<file path="src/rtl/avg_pool_pkg.sv">
// Shared types and helpers for the average-pooling forward/backward blocks.
package avg_pool_pkg;

  typedef enum logic {StFill, StEmit} state_e;

  localparam int unsigned DataWDefault = 32;
  localparam int unsigned Log2K2 = 1;
  localparam int unsigned Log2K4 = 2;

  function automatic int unsigned log2_k(input int unsigned k);
    return (k == 4) ? Log2K4 : Log2K2;
  endfunction

  // Round-half-up divide by 2^s; 64-bit headroom covers DATA_W+1 for any DATA_W <= 63.
  function automatic logic signed [63:0] round_shift(input logic signed [63:0] x,
                                                     input int unsigned s);
    logic signed [63:0] half;
    half = 64'sd1 <<< (s - 1);
    return (x + half) >>> s;
  endfunction

endpackage

</file>
<file path="src/rtl/avg_pool_2d_backward_if.sv">
// Pooled-gradient input and full-resolution output streams, both valid/ready.
interface avg_pool_2d_backward_if
  import avg_pool_pkg::*;
#(
  parameter int unsigned DATA_W = DataWDefault
) ();

  logic                     valid_in;
  logic                     ready_in;
  logic signed [DATA_W-1:0] input_data;
  logic                     valid_out;
  logic                     ready_out;
  logic signed [DATA_W-1:0] output_data;
  logic                     last_out;

  modport slave (
    input  valid_in, input_data, ready_out,
    output ready_in, valid_out, output_data, last_out
  );

  modport master (
    output valid_in, input_data, ready_out,
    input  ready_in, valid_out, output_data, last_out
  );

endinterface

</file>
<file path="src/rtl/avg_pool_row_buffer.sv">
// One pooled row of scaled samples: single write port, combinational read port.
module avg_pool_row_buffer #(
  parameter int unsigned DATA_W = 32,
  parameter int unsigned DEPTH  = 4,
  parameter int unsigned ADDR_W = (DEPTH > 1) ? $clog2(DEPTH) : 1
) (
  input  logic                     clk,
  input  logic                     we,
  input  logic [ADDR_W-1:0]        waddr,
  input  logic signed [DATA_W-1:0] wdata,
  input  logic [ADDR_W-1:0]        raddr,
  output logic signed [DATA_W-1:0] rdata
);

  logic signed [DATA_W-1:0] mem_q [DEPTH];

  always_ff @(posedge clk) begin
    if (we) begin
      mem_q[waddr] <= wdata;
    end
  end

  assign rdata = mem_q[raddr];

endmodule

</file>
<file path="src/rtl/avg_pool_2d_backward.sv">
// Average-pool backward pass: scale each pooled gradient by 1/(K*K) and
// broadcast it over its KxK window as a full-resolution raster stream.
module avg_pool_2d_backward
  import avg_pool_pkg::*;
#(
  parameter int unsigned DATA_W = DataWDefault,
  parameter int unsigned K      = 2,
  parameter int unsigned OUT_W  = 8,
  parameter int unsigned OUT_H  = 8
) (
  input logic                   clk,
  input logic                   rst_n,
  avg_pool_2d_backward_if.slave bus
);

  localparam int unsigned PW   = OUT_W / K;
  localparam int unsigned PH   = OUT_H / K;
  localparam int unsigned LogK = log2_k(K);
  localparam int unsigned S    = 2 * LogK;
  localparam int unsigned PwW  = (PW > 1) ? $clog2(PW) : 1;
  localparam int unsigned PhW  = (PH > 1) ? $clog2(PH) : 1;
  localparam int unsigned ColW = $clog2(OUT_W);
  localparam int unsigned RepW = LogK;

  state_e                   state_q;
  logic [PwW-1:0]           col_in_q;
  logic [RepW-1:0]          rep_row_q;
  logic [ColW-1:0]          out_col_q;
  logic [PhW-1:0]           prow_q;
  logic                     valid_q;
  logic                     last_q;
  logic signed [DATA_W-1:0] data_q;

  logic                     accept;
  logic                     load;
  logic                     col_end;
  logic                     row_end;
  logic [PwW-1:0]           rd_addr;
  logic signed [DATA_W-1:0] scaled;
  logic signed [DATA_W-1:0] rd_data;

  always_comb begin
    accept  = (state_q == StFill) && bus.valid_in;
    load    = (state_q == StEmit) && (!valid_q || bus.ready_out);
    col_end = (out_col_q == ColW'(OUT_W - 1));
    row_end = col_end && (rep_row_q == RepW'(K - 1));
    rd_addr = PwW'(out_col_q >> LogK);
    scaled  = DATA_W'(round_shift(64'(signed'(bus.input_data)), S));
  end

  assign bus.ready_in    = (state_q == StFill);
  assign bus.valid_out   = valid_q;
  assign bus.output_data = data_q;
  assign bus.last_out    = last_q;

  avg_pool_row_buffer #(
    .DATA_W(DATA_W),
    .DEPTH (PW),
    .ADDR_W(PwW)
  ) u_row_buffer (
    .clk  (clk),
    .we   (accept),
    .waddr(col_in_q),
    .wdata(scaled),
    .raddr(rd_addr),
    .rdata(rd_data)
  );

  always_ff @(posedge clk) begin
    if (!rst_n) begin
      state_q   <= StFill;
      col_in_q  <= '0;
      rep_row_q <= '0;
      out_col_q <= '0;
      prow_q    <= '0;
      valid_q   <= 1'b0;
      last_q    <= 1'b0;
      data_q    <= '0;
    end else begin
      unique case (state_q)
        StFill: begin
          if (accept) begin
            if (col_in_q == PwW'(PW - 1)) begin
              col_in_q <= '0;
              state_q  <= StEmit;
            end else begin
              col_in_q <= col_in_q + 1'b1;
            end
          end
        end
        StEmit: begin
          if (load && row_end) begin
            state_q <= StFill;
            prow_q  <= (prow_q == PhW'(PH - 1)) ? '0 : prow_q + 1'b1;
          end
        end
      endcase

      // Load takes priority so the register never bubbles while ready_out stays high.
      if (load) begin
        data_q    <= rd_data;
        valid_q   <= 1'b1;
        last_q    <= row_end && (prow_q == PhW'(PH - 1));
        out_col_q <= col_end ? '0 : out_col_q + 1'b1;
        if (col_end) begin
          rep_row_q <= rep_row_q + 1'b1;
        end
      end else if (valid_q && bus.ready_out) begin
        valid_q <= 1'b0;
        last_q  <= 1'b0;
      end
    end
  end

endmodule

</file>
<file path="src/flat_wrapper.sv">
// flat-port wrapper written by rule: the top's interface ports become plain ports
module avg_pool_2d_backward_flat import avg_pool_pkg::*;
#(
  parameter int unsigned DATA_W = DataWDefault,
  parameter int unsigned K      = 2,
  parameter int unsigned OUT_W  = 8,
  parameter int unsigned OUT_H  = 8
)
  (clk, rst_n, bus_valid_in, bus_input_data, bus_ready_out, bus_ready_in, bus_valid_out, bus_output_data, bus_last_out);
  avg_pool_2d_backward_if #(.DATA_W(DATA_W)) bus_i ();
  input logic clk;
  input logic rst_n;
  input wire logic [$bits(bus_i.valid_in)-1:0] bus_valid_in;
  input wire logic [$bits(bus_i.input_data)-1:0] bus_input_data;
  input wire logic [$bits(bus_i.ready_out)-1:0] bus_ready_out;
  output wire logic [$bits(bus_i.ready_in)-1:0] bus_ready_in;
  output wire logic [$bits(bus_i.valid_out)-1:0] bus_valid_out;
  output wire logic [$bits(bus_i.output_data)-1:0] bus_output_data;
  output wire logic [$bits(bus_i.last_out)-1:0] bus_last_out;
  assign bus_i.valid_in = bus_valid_in;
  assign bus_i.input_data = bus_input_data;
  assign bus_i.ready_out = bus_ready_out;
  assign bus_ready_in = bus_i.ready_in;
  assign bus_valid_out = bus_i.valid_out;
  assign bus_output_data = bus_i.output_data;
  assign bus_last_out = bus_i.last_out;
  avg_pool_2d_backward #(.DATA_W(DATA_W), .K(K), .OUT_W(OUT_W), .OUT_H(OUT_H)) u_core (.clk(clk), .rst_n(rst_n), .bus(bus_i));
endmodule
</file>
<file path="config.mk">
export PLATFORM = sky130hd
export DESIGN_NAME = avg_pool_2d_backward_flat
export DESIGN_NICKNAME = d
export VERILOG_FILES = /design/src/rtl/avg_pool_pkg.sv /design/src/rtl/avg_pool_2d_backward_if.sv /design/src/rtl/avg_pool_row_buffer.sv /design/src/rtl/avg_pool_2d_backward.sv /design/src/flat_wrapper.sv
export SDC_FILE = /design/constraint.sdc
export NUM_CORES = 1
export LEC_CHECK = 0
export CORE_MARGIN = 1.5
export CORE_UTILIZATION = 40
export CTS_BUF_LIST = sky130_fd_sc_hd__clkbuf_8
export DETAILED_ROUTE_END_ITERATION = 10
export DONT_BUFFER_PORTS = 1
export GPL_TIMING_DRIVEN = 0
export MAX_ROUTING_LAYER = met4
export SETUP_SLACK_MARGIN = 0.05
export SYNTH_ARGS = -nofsm -noshare
export SYNTH_HDL_FRONTEND = slang
export SYNTH_SLANG_ARGS = --single-unit
</file>
<file path="constraint.sdc">
create_clock -name clk -period 2.5 [get_ports clk]
set_clock_uncertainty 0.05 [all_clocks]
set_input_delay 0.25 -clock clk [delete_from_list [all_inputs] [get_ports clk]]
set_output_delay 0.25 -clock clk [all_outputs]
set_load 0.05 [all_outputs]
</file>
==> reports/metrics.cfg <==
[logic_synthesis]
synthArstFlopShare_pct = 0
yosysUniqueCellTypes = 34
synth_edf_count = 124
syn-cell-area_um2 = 6750
syn_avg_cell_area_um2 = 15.2
yosys-top-cells-area = edfxtp_1 (55%), dfxtp_1 (12%), mux4_2 (10%), nand2_1 (4.3%), a21boi_1 (3.1%)
synth-seq-area-share_pct = 67.6
synth_top_area_share_pct = 55.2
synth.largest_area_cell = edfxtp_1
synthCells = 443
ys_ff_latch = 166
synthTopCellsByCount = edfxtp_1 (124), nand2_1 (78), dfxtp_1 (42)
ys.flop_type = edfxtp_1
yosysMostFrequentCell = edfxtp_1
synthesis.nets = 487
ys_warn_count = 0

[critical_path]
cp-end-kind = flop
crit_type = flop to flop
startpoint_type = flop
crit_top_cell = nand2_1
worst-path-buf-inv = 1
crit_path_top_delay_cell = dfxtp_1
crit_required_ns = 2.84
arrival_ns = 2.44
crit_fanout = 10
path_cells = nand2b_1, nand2_1, clkbuf_1, nand2_1, a21boi_1
cp_slowest_stage_delay_ns = 0.71
critPathTopFamily = flip-flops

[timing]
fmax_ghz = 0.476
hold_viol = 0
min_period_ns = 2.10
min_period_over_period_pct = 84.0
hold-worst-slack_ns = 0.0233
worst-slew-pin-transition_ns = 0.609
timing.final.max_slew_violations = 0
rsz0062_at_grt = no
slew_headroom_pct = 59.3
setup_viol = 0
fin_tns_setup_ns = 0

[grt]
grt_max_degree = 32
track_usage_pct = 17.2
antenna_found_initial = 0
grt_pass1_vias = 3781
grt_pass1_wl_um = 21300
overflow = 0

[clock_tree]
clock-sinks = 166
cts_tree = built
post_cts_resized = 0
clk_latency_ns = 0.45
clk_path_buf_depth = 2
cts_root_buf = clkbuf_8
cts_buffers = 17
h-tree-depth = 4
clkTransAtPathRegs_ns = 0.09

[power]
leakagePower_nw = 2.47
fin_total_pwr_mw = 5.48
pwr_density_cell_nw_per_um2 = 710
vdd_drop_max_mv = 0.396

[routing]
drt_iter0_drc = 186
postRouteAntennaNets = 0
drc = 0
first_pass_iters = 5
postRouteWirelength_um = 13800
viasPerCell = 5.13
vias = 3668
wl_per_cell_um = 19.2

[final_layout]
syn2layout_area_growth_pct = 14.5
nNetsFinal = 526
instances_no_fill = 715
drive_gt1_share_pct = 17.6
n_antenna_cell = 0

[placed_design]
port_buffers = 0
finalWeightedCongestion = 0.746
placed_cells = 667
hpwl_um = 9160

[floorplanning]
initial_core_util_pct = 40.8
die_w_um = 133
io_pins = 71
die_area_um2 = 17700
die_h_um = 133
rows = 47
coreArea_um2 = 16500

[flow_run]
drv_cap = 0

[min_path]
hp-class = input port to flop

[outcome]
outcome = finished, final reports clean

[report_power, final]
part / leakage [nW] / switching, mW / total, mW / internal [mW]
registers: 1.48 / 0.0379 / 3.09 / 3.06
logic: 0.773 / 0.139 / 0.251 / 0.113
clock network: 0.223 / 0.958 / 2.14 / 1.18
total: 2.47 / 1.13 / 5.48 / 4.35
[layout by cell type (no fill, tap or decap), types with 2 or more instances in the layout]
| cell | instances |
|---|---|
| buf_2 | 11 |
| xnor2_1 | 23 |
| and2_2 | 4 |
| nand2_1 | 78 |
| or3_1 | 2 |
| dfxtp_1 | 42 |
| a21boi_1 | 28 |
| a21boi_0 | 9 |
| o21a_1 | 2 |
| xor2_1 | 7 |
| and2_1 | 3 |
| mux4_2 | 31 |
| nand3_1 | 14 |
| clkbuf_1 | 5 |
| nor2b_1 | 4 |
| dlygate4sd3_1 | 16 |
| nor3_1 | 2 |
| clkinvlp_4 | 3 |
| bufinv_16 | 5 |
| inv_1 | 8 |
| ha_1 | 8 |
| buf_4 | 4 |
| buf_12 | 3 |
| nor2_1 | 10 |
| edfxtp_1 | 124 |
| and3_1 | 3 |
| clkbuf_8 | 17 |
| nand4_1 | 11 |
| clkinv_4 | 3 |
| a21oi_1 | 2 |
[metrics by stage]
step / instance area [µm²] / utilization (%) / setup WS [ns]
floorplan: 6750 / - / 0.592
global placement: 7020 / 42.5 / -0.163
detailed placement: 7120 / 43.1 / 0.356
CTS: 7720 / 46.7 / 0.338
global route: 7720 / 46.7 / 0.179
finish: 7720 / 46.7 / 0.400
[logic make-up after synthesis]
family	Yosys count	synth area share, %
DFF	166	67.6
and+or+nand+nor	138	9.81
adders and majority gates	8	1.48
AOI/OAI and AO/OA	43	4.69
muxes	32	10.5
xor gates and xnor gates	30	3.89
buffers and inverters	26	1.98
[what timing repair did]
action	4_1_cts	5_1_grt
endpoints found under the hold margin	55	0
hold buffers	16	0
buffers inserted	0	0
[registers in the layout (all words and copies together), names as in the netlist]
name / count
u_core.u_row_buffer.mem_q: 124
u_core.bus.output_data: 31
u_core.out_col_q: 3
u_core.col_in_q: 2
u_core.prow_q: 2
u_core.bus.last_out: 1
u_core.bus.valid_out: 1
u_core.rep_row_q: 1
u_core.state_q: 1
[worst reg2reg max path, cell delays in order (launching register included)]
cell and delay [ns]:
dfxtp_1 0.71, nand2b_1 0.24, nand2_1 0.30, clkbuf_1 0.46
nand2_1 0.11, a21boi_1 0.17
[per-layer routing]
metal | wire length (µm) | GRT usage (%)
met5 | 0 | -
met1 | 5380 | 18.7
met2 | 7240 | 28.7
met3 | 846 | 5.06
met4 | 290 | 8.30
[worst paths after layout]
path | startpoint | end | slack (ns) | cells past startpoint
max reg2reg | u_core.bus.valid_out$_SDFFE_PN0P_ | u_core.bus.output_data[4]$_SDFFE_PN0P_ | 0.40 | 5
min reg2reg | u_core.out_col_q[0]$_SDFFE_PN0P_ | u_core.out_col_q[0]$_SDFFE_PN0P_ | 0.45 | 2
min | bus_input_data[25] | u_core.u_row_buffer.mem_q[1][23]$_DFFE_PP_ | 0.02 | 1
max | u_core.bus.valid_out$_SDFFE_PN0P_ | u_core.bus.output_data[4]$_SDFFE_PN0P_ | 0.40 | 5
[final cells by class]
type / count / area [µm²]
plain buffers: 21 / 115
clock buffers: 17 / 234
clock inverters: 15 / 214
fillers: 1452 / 8800
inverters: 5 / 18.8
multi-input cells: 251 / 2050
flip-flops and latches: 166 / 4560
well taps: 220 / 275
repair buffers: 20 / 248
No activity file was read; power rests on OpenSTA's default activity.
